[src/rtl/number_to_ascii_stream_if.sv]
// Handshake bundle between a number source/character sink
// and the binary-to-ASCII digit streamer.
interface number_to_ascii_stream_if #(
  parameter int BIN_W = 14
);
  logic             START;
  logic [BIN_W-1:0] VALUE;
  logic             BUSY;
  logic             CHAR_VALID;
  logic [7:0]       CHAR;
  logic             CHAR_READY;
  logic             CHAR_LAST;
  logic             OVERFLOW;

  modport master (
    output START,
    output VALUE,
    output CHAR_READY,
    input  BUSY,
    input  CHAR_VALID,
    input  CHAR,
    input  CHAR_LAST,
    input  OVERFLOW
  );

  modport slave (
    input  START,
    input  VALUE,
    input  CHAR_READY,
    output BUSY,
    output CHAR_VALID,
    output CHAR,
    output CHAR_LAST,
    output OVERFLOW
  );
endinterface

[src/rtl/number_to_ascii_stream.sv]
// Serial double-dabble converter that streams a binary value
// as DIGITS ASCII characters, most significant first.
module number_to_ascii_stream #(
  parameter int BIN_W    = 14,
  parameter int DIGITS   = 4,
  parameter bit BLANK_LZ = 1'b1
) (
  input logic                     CLK,
  input logic                     RESETN,
  number_to_ascii_stream_if.slave bus
);
  localparam int BCD_W = 4 * DIGITS;
  localparam int CNT_W = $clog2(BIN_W + 1);
  localparam int IDX_W = (DIGITS > 1) ? $clog2(DIGITS) : 1;

  function automatic longint unsigned pow10(input int n);
    longint unsigned r;
    r = 1;
    for (int i = 0; i < n; i++) r = r * 10;
    return r;
  endfunction

  localparam longint unsigned LIMIT = pow10(DIGITS);

  typedef enum logic [1:0] {
    S_IDLE,
    S_CONV,
    S_EMIT
  } state_t;

  state_t             state_q, state_d;
  logic [BIN_W-1:0]   bin_q, bin_d;
  logic [BCD_W-1:0]   bcd_q, bcd_d;
  logic [CNT_W-1:0]   cnt_q, cnt_d;
  logic [IDX_W-1:0]   idx_q, idx_d;
  logic               lead_q, lead_d;
  logic               ovf_q, ovf_d;
  logic [7:0]         char_q, char_d;
  logic               valid_q, valid_d;
  logic               last_q, last_d;

  logic [BCD_W-1:0]   dab;
  logic [3:0]         digit;
  logic [7:0]         ch;
  logic               adv;

  // State register
  always_ff @(posedge CLK or negedge RESETN) begin
    if (!RESETN) state_q <= S_IDLE;
    else         state_q <= state_d;
  end

  // Next-state: convert for BIN_W steps, emit until last accept
  always_comb begin
    state_d = state_q;
    unique case (state_q)
      S_IDLE: if (bus.START) state_d = S_CONV;
      S_CONV: if (cnt_q == CNT_W'(1)) state_d = S_EMIT;
      S_EMIT: if (valid_q && bus.CHAR_READY && last_q)
                state_d = S_IDLE;
      default: state_d = S_IDLE;
    endcase
  end

  // Add-3 correction and current character selection
  always_comb begin
    dab = bcd_q;
    for (int i = 0; i < DIGITS; i++) begin
      if (bcd_q[4*i +: 4] >= 4'd5)
        dab[4*i +: 4] = bcd_q[4*i +: 4] + 4'd3;
    end
    digit = bcd_q[BCD_W-1 -: 4];
    ch    = {4'h3, digit};
    if (ovf_q)
      ch = 8'h2D;
    else if (BLANK_LZ && lead_q && digit == 4'd0
             && idx_q != '0)
      ch = 8'h20;
    adv = !valid_q || bus.CHAR_READY;
  end

  // Datapath next values
  always_comb begin
    bin_d   = bin_q;
    bcd_d   = bcd_q;
    cnt_d   = cnt_q;
    idx_d   = idx_q;
    lead_d  = lead_q;
    ovf_d   = ovf_q;
    char_d  = char_q;
    valid_d = valid_q;
    last_d  = last_q;
    unique case (state_q)
      S_IDLE: begin
        if (bus.START) begin
          bin_d  = bus.VALUE;
          bcd_d  = '0;
          cnt_d  = CNT_W'(BIN_W);
          idx_d  = IDX_W'(DIGITS - 1);
          lead_d = 1'b1;
          ovf_d  = 64'(bus.VALUE) >= LIMIT;
        end
      end
      S_CONV: begin
        {bcd_d, bin_d} = {dab, bin_q} << 1;
        cnt_d = cnt_q - CNT_W'(1);
      end
      S_EMIT: begin
        if (adv) begin
          if (valid_q && last_q) begin
            valid_d = 1'b0;
            last_d  = 1'b0;
            char_d  = 8'h00;
            ovf_d   = 1'b0;
            bcd_d   = '0;
          end else begin
            char_d  = ch;
            valid_d = 1'b1;
            last_d  = (idx_q == '0);
            bcd_d   = bcd_q << 4;
            lead_d  = lead_q && (digit == 4'd0);
            if (idx_q != '0) idx_d = idx_q - IDX_W'(1);
          end
        end
      end
      default: ;
    endcase
  end

  // Datapath registers
  always_ff @(posedge CLK or negedge RESETN) begin
    if (!RESETN) begin
      bin_q   <= '0;
      bcd_q   <= '0;
      cnt_q   <= '0;
      idx_q   <= '0;
      lead_q  <= 1'b0;
      ovf_q   <= 1'b0;
      char_q  <= 8'h00;
      valid_q <= 1'b0;
      last_q  <= 1'b0;
    end else begin
      bin_q   <= bin_d;
      bcd_q   <= bcd_d;
      cnt_q   <= cnt_d;
      idx_q   <= idx_d;
      lead_q  <= lead_d;
      ovf_q   <= ovf_d;
      char_q  <= char_d;
      valid_q <= valid_d;
      last_q  <= last_d;
    end
  end

  assign bus.BUSY       = (state_q != S_IDLE);
  assign bus.CHAR       = char_q;
  assign bus.CHAR_VALID = valid_q;
  assign bus.CHAR_LAST  = last_q;
  assign bus.OVERFLOW   = ovf_q && (state_q == S_EMIT);
endmodule

[src/flat_wrapper.sv]
// flat-port wrapper written by rule: the top's interface ports become plain ports
module number_to_ascii_stream_flat 
#(
  parameter int BIN_W    = 14,
  parameter int DIGITS   = 4,
  parameter bit BLANK_LZ = 1'b1
)
  (CLK, RESETN, bus_START, bus_VALUE, bus_CHAR_READY, bus_BUSY, bus_CHAR_VALID, bus_CHAR, bus_CHAR_LAST, bus_OVERFLOW);
  number_to_ascii_stream_if #(.BIN_W(BIN_W)) bus_i ();
  input logic CLK;
  input logic RESETN;
  input wire logic [$bits(bus_i.START)-1:0] bus_START;
  input wire logic [$bits(bus_i.VALUE)-1:0] bus_VALUE;
  input wire logic [$bits(bus_i.CHAR_READY)-1:0] bus_CHAR_READY;
  output wire logic [$bits(bus_i.BUSY)-1:0] bus_BUSY;
  output wire logic [$bits(bus_i.CHAR_VALID)-1:0] bus_CHAR_VALID;
  output wire logic [$bits(bus_i.CHAR)-1:0] bus_CHAR;
  output wire logic [$bits(bus_i.CHAR_LAST)-1:0] bus_CHAR_LAST;
  output wire logic [$bits(bus_i.OVERFLOW)-1:0] bus_OVERFLOW;
  assign bus_i.START = bus_START;
  assign bus_i.VALUE = bus_VALUE;
  assign bus_i.CHAR_READY = bus_CHAR_READY;
  assign bus_BUSY = bus_i.BUSY;
  assign bus_CHAR_VALID = bus_i.CHAR_VALID;
  assign bus_CHAR = bus_i.CHAR;
  assign bus_CHAR_LAST = bus_i.CHAR_LAST;
  assign bus_OVERFLOW = bus_i.OVERFLOW;
  number_to_ascii_stream #(.BIN_W(BIN_W), .DIGITS(DIGITS), .BLANK_LZ(BLANK_LZ)) u_core (.CLK(CLK), .RESETN(RESETN), .bus(bus_i));
endmodule
[config.mk]
export PLATFORM = sky130hd
export DESIGN_NAME = number_to_ascii_stream_flat
export DESIGN_NICKNAME = d
export VERILOG_FILES = /design/src/rtl/number_to_ascii_stream_if.sv /design/src/rtl/number_to_ascii_stream.sv /design/src/flat_wrapper.sv
export SDC_FILE = /design/constraint.sdc
export NUM_CORES = 1
export LEC_CHECK = 0
export CAP_MARGIN = 15
export CORE_AREA = 2 2 78 80
export DETAILED_ROUTE_END_ITERATION = 10
export DIE_AREA = 0 0 80 82
export GPL_ROUTABILITY_DRIVEN = 0
export PLACE_DENSITY = 0.71
export SETUP_SLACK_MARGIN = 0.4
export SLEW_MARGIN = 20
export SYNTH_ARGS = -nofsm -noshare
export SYNTH_HDL_FRONTEND = slang
export SYNTH_SLANG_ARGS = --single-unit
[constraint.sdc]
create_clock -name CLK -period 5.29 [get_ports CLK]
set_clock_uncertainty 0.15 [all_clocks]
set_input_delay 1.058 -clock CLK [delete_from_list [all_inputs] [get_ports CLK]]
set_output_delay 1.058 -clock CLK [all_outputs]
set_load 0.02 [all_outputs]
**Yosys cells after proc, flatten, opt, wreduce, memory -nomap -nowiden**

Cells that the tools add are included.

- Register bits after elaboration: 50
- Input bits: 18
- Output and inout port bits: 12
- Logic and storage cells: 88

- Add/subtract/negate cells: 6
- Magnitude comparators: 5
- Equal/unequal tests: 10
- Muxes and demuxes: 34
- Reduce and logical (&&, ||, !) cells: 23

Operators by type and width:

| cell | count |
|---|---|
| 2-to-1 mux 16 bit | 3 |
| one-hot mux 16 bit (3 select lines) | 1 |
| one-hot mux 14 bit (2 select lines) | 1 |
| >= comparator 4 x 3 -> 1 bit, second input constant | 4 |
| 2-to-1 mux 4 bit | 4 |
| 2-to-1 mux 8 bit | 2 |
| >= comparator 14 bit, second input constant | 1 |
| 2-to-1 mux 14 bit | 1 |
| 2-to-1 mux 2 bit | 7 |
| adder 4 x 2 -> 4 bit, second input constant | 3 |
| != test 2 x 1 -> 1 bit, second input constant | 5 |
| 2-to-1 mux 1 bit | 8 |
| one-hot mux 4 bit (2 select lines) | 1 |
| AND reduction 4 bit | 2 |
| nonzero test 2 bit | 4 |
| logical AND 1 bit | 6 |
| one-hot mux 2 bit (3 select lines) | 1 |
| AND reduction 3 bit | 2 |
| 2-to-1 mux 5 bit | 1 |
| AND reduction 5 bit | 1 |
| == test 4 x 1 -> 1 bit, second input constant | 1 |
| zero test 2 bit | 2 |
| zero test 4 bit | 1 |
| != test 2 bit, second input constant | 2 |
| other kinds (12) | 14 |

**Depth between registers and ports, before layout**

- Depth after elaboration: 6
- Gate-level depth with buffers: 8

**Worst setup path after synthesis**

No wires, ideal clock.

- Path kind: reg-to-output
- Start point: reg u_core.state_q[0]
- End point: out bus_OVERFLOW
- Arrival: 967 ps
- Setup slack: 3115 ps
- Stages on the path, launching flop included: 5
- Path buffers: 1
- Path through: dfrtp_1 > inv_1 > ha_1 > buf_6 > and2_1

- Word-level cells in the longest chain between the ends: 2

Ends and longest elaborated chain:

| item | RTL line | RTL |
|---|---|---|
| from (decl) | number_to_ascii_stream.sv:31 | `state_t state_q, state_d;` |
| from (signal assigned) | number_to_ascii_stream.sv:50 | `else state_q <= state_d;` |
| == test 2 bit | number_to_ascii_stream.sv:159 | `assign bus.OVERFLOW = ovf_q && (state_q == S_EMIT);` |
| logical AND 1 bit | number_to_ascii_stream.sv:159 |  |
| to (decl) | flat_wrapper.sv:19 | `output wire logic [$bits(bus_i.OVERFLOW)-1:0] bus_OVERFLOW;` |

No other way between the ends.

**Worst setup path in the final report**

Ends and elaborated chain as after synthesis.

==> results.md <==
- Total die area: 6560 um^2
- Yosys warns: 0
- Total vias in the final route: 2135
- Async S/R FF share, synth: 1.00
- Worst-Skew Late Latency: 0.31 ns
- Hpwl dp: 3.95 mm
- Final TNS setup: 0 ns
- Worst r2r dst: u_core.bcd_q[13]$_DFFE_PN0P_
- Starting Density: 0.477
- CTS Sinks: 47
- Post-Route WL: 5.51 mm
- GR Layer Usage met2: 0.304
- Library cells used by synthesis: 49
- Worst hold path type: register to register
- Cell Area, Synth: 2740 um^2
- Crit path required time: 4.08 ns
- Top Usage Layer GRT: met2
- Hold Vio Cnt, Final: 0
- DRC viols: 0
- TritonCTS Buffers: 5
- Fin crit share: 0.601
- Die H: 82 um
- Worst setup path end: bus_OVERFLOW
- # Post-CTS Setup Buffers: 0
- WL/cell: 14.2 um
- Share of cells above drive strength 1: 0.0799
- Hold Slack: 0.331 ns
- Area leader, netlist: dfrtp_1
- Simple-gate area share of the yosys netlist: 0.170
- Yosys top cell area share: 0.429
- RSZ-0062 raised after global routing: no
- Met3 Usage GRT: 0.0374
- Max cap viols: 0
- Maximum fanout along the worst path: 9
- Post-Synth Adder-Cell Area: 0.0731
- Max Root-Sink Buffers: 2
- R2r setup slk: 2.82 ns
- Vias in the first global route: 2003
- Area contributors post-synth: dfrtp_1, ha_1, o21ai_0
- Vias per cell: 5.50
- Post-synthesis mux area share: 0.0749
- Crit Path Category: register to output port
- Post-DRT Antenna Nets: 0
- Sequential area share after synthesis: 0.429
- First-pass GRT wire length: 9.38 mm
- DR pass1 iterations: 4
- Tmin final: 3.18 ns
- H-tree depth: 2
- Setup-failing EPs final: 0
- Top FF cell, synth: dfrtp_1
- Post-CTS sizing: 0
- Area added between synthesis and finish: 13.2%
- Post-CTS Hold Buffers: 0
- Synth Area in Compound Gates: 0.177
- CTS tree: built
- Core area: 5750 um^2
- Worst EP arrival: 1.97 ns
- Worst Tran Pin Value: 0.891 ns
- #FFs+latches synth: 47
- Largest family of logic cells by synthesized area: compound AO/OA/AOI/OAI gates
- GR Overflow Total: 0
- Global Route Usage Sum: 0.184
- Crit. Startpoint: u_core.state_q[0]$_DFFE_PN0P_
- Root Buffer: clkbuf_8
- Lkg Pwr: 1.33 nW
- Synth Instances: 287
- Slew headroom: 0.406
- Top post-synthesis cells by count: dfrtp_1, nand2_1, o21ai_0
- Synthesized area per cell: 9.55 um^2
- I/O pins: 30
- Initial antenna violation count: 0
- Slew Limit Fails: 0
- FF-to-FF Start: u_core.state_q[0]$_DFFE_PN0P_
- EDFF count, synth: 0
- Initial drt markers: 82
- Largest net degree at the start of global routing: 48
- Placement row count: 28
- Crit end category: output port
- Met1 GRT Util: 0.239
- Peak supply drop: 246 uV
- Register clock-pin slew on the reported worst setup and hold paths: 0.09 ns
- Status: complete, no violations
- Startpoint Class: register
- Pwr dens: 448 nW/um^2
- Most frequent cell after synthesis: dfrtp_1
- Worst Reg2Reg Path Length in Cells: 6
- Final nets: 346
- # diodes: 0
- Buffers on Ports: 27
- Synth Area in XOR/XNOR: 0.0128
- Die width: 80 um
- Achievable frequency: 0.314 GHz
==> worst min path at each step <==
stage | slack (ns) | to | startpoint | depth (start not counted)
final | 0.33 | u_core.bus.CHAR[4]$_DFFE_PN0P_ | u_core.bus.CHAR[4]$_DFFE_PN0P_ | 1
after global routing | 0.35 | u_core.bus.CHAR[4]$_DFFE_PN0P_ | u_core.bus.CHAR[4]$_DFFE_PN0P_ | 1
after CTS | 0.34 | u_core.bus.CHAR[4]$_DFFE_PN0P_ | u_core.bus.CHAR[4]$_DFFE_PN0P_ | 1
after detailed placement | 0.32 | u_core.bus.CHAR[4]$_DFFE_PN0P_ | u_core.bus.CHAR[4]$_DFFE_PN0P_ | 1
after global placement | 0.31 | u_core.bus.CHAR[4]$_DFFE_PN0P_ | u_core.bus.CHAR[4]$_DFFE_PN0P_ | 1
after floorplan | 0.30 | u_core.bin_q[1]$_DFFE_PN0P_ | u_core.bin_q[1]$_DFFE_PN0P_ | 2
==> layout make-up <==
| type | count | area (um^2) |
|---|---|---|
| Timing Repair Buffer | 28 | 275 |
| Inverter | 20 | 75.1 |
| Tap cell | 75 | 93.8 |
| Multi-Input combinational cell | 210 | 1400 |
| Clock inverter | 3 | 15.0 |
| Fill cell | 524 | 2640 |
| Clock buffer | 5 | 68.8 |
| Sequential cell | 47 | 1180 |
==> layer usage <==
layer / wire, um / part of all wire
met1: 2580 / 0.47
met4: 84 / 0.015
met2: 2580 / 0.47
met3: 263 / 0.048
met5: 0 / 0
==> registers in the layout, indices dropped and copies added (netlist names) <==
signal / flops
u_core.bus.CHAR: 6
u_core.ovf_q: 1
u_core.idx_q: 2
u_core.bus.CHAR_LAST: 1
u_core.cnt_q: 4
u_core.bcd_q: 16
u_core.lead_q: 1
u_core.bin_q: 14
u_core.state_q: 2
==> cell usage in the layout, fill, tap and decap left out, types with 3 or more instances in the layout <==
cell type | netlist | layout
nor3_1 | 3 | 3
o21ai_0 | 34 | 34
mux2i_1 | 16 | 16
clkbuf_8 | 0 | 5
nand2b_1 | 7 | 7
nor3b_1 | 4 | 4
clkinv_2 | 0 | 3
inv_1 | 20 | 20
and2_1 | 3 | 3
nand2_1 | 39 | 39
clkdlybuf4s50_1 | 0 | 26
o21ai_1 | 5 | 5
a21oi_1 | 7 | 7
nor2b_1 | 3 | 3
ha_1 | 16 | 16
mux2_2 | 4 | 4
o22ai_1 | 4 | 4
a22oi_1 | 4 | 4
o221ai_1 | 6 | 6
nor2_1 | 9 | 9
dfrtp_1 | 47 | 47
nand3_1 | 10 | 10
xnor2_1 | 4 | 4
and3_1 | 4 | 4
==> where the power goes <==
group / switching [mW] / total [mW] / internal [mW]
clock: 0.124 / 0.215 / 0.0907
sequential: 0.0841 / 0.553 / 0.469
combinational: 0.364 / 0.620 / 0.257
total: 0.572 / 1.39 / 0.816
==> kinds of logic after synthesis <==
family,after synthesis
AND/OR/NAND/NOR,92
multiplexers,20
other,1
AO/OA/AOI/OAI,76
flip-flops,47
adder cells (fa/ha/maj),16
XOR/XNOR,4
buffers and inverters,31
==> metrics by stage <==
| stage | cell area (um^2) | instances | worst slack, ns | util | power [mW] |
|---|---|---|---|---|---|
| 5_1_grt | 3100 | 388 | 2.02 | 0.540 | 1.50 |
| 3_3_place_gp | 3020 | 380 | 2.12 | 0.525 | 1.16 |
| 4_1_cts | 3100 | 388 | 2.10 | 0.539 | 1.40 |
| 3_5_place_dp | 3020 | 380 | 2.00 | 0.525 | 1.18 |
| 6_report | 3100 | 388 | 2.11 | 0.540 | 1.39 |
| 2_1_floorplan | 2740 | 288 | 3.11 | - | 1.03 |
==> critical path, cell delays in order (launching register included) <==
cell and delay [ns]:
dfrtp_1 0.41, inv_1 0.11, ha_1 0.36, and2_1 0.19, clkdlybuf4s50_1 0.60
Note: power is estimated with default switching activity, not from simulation.
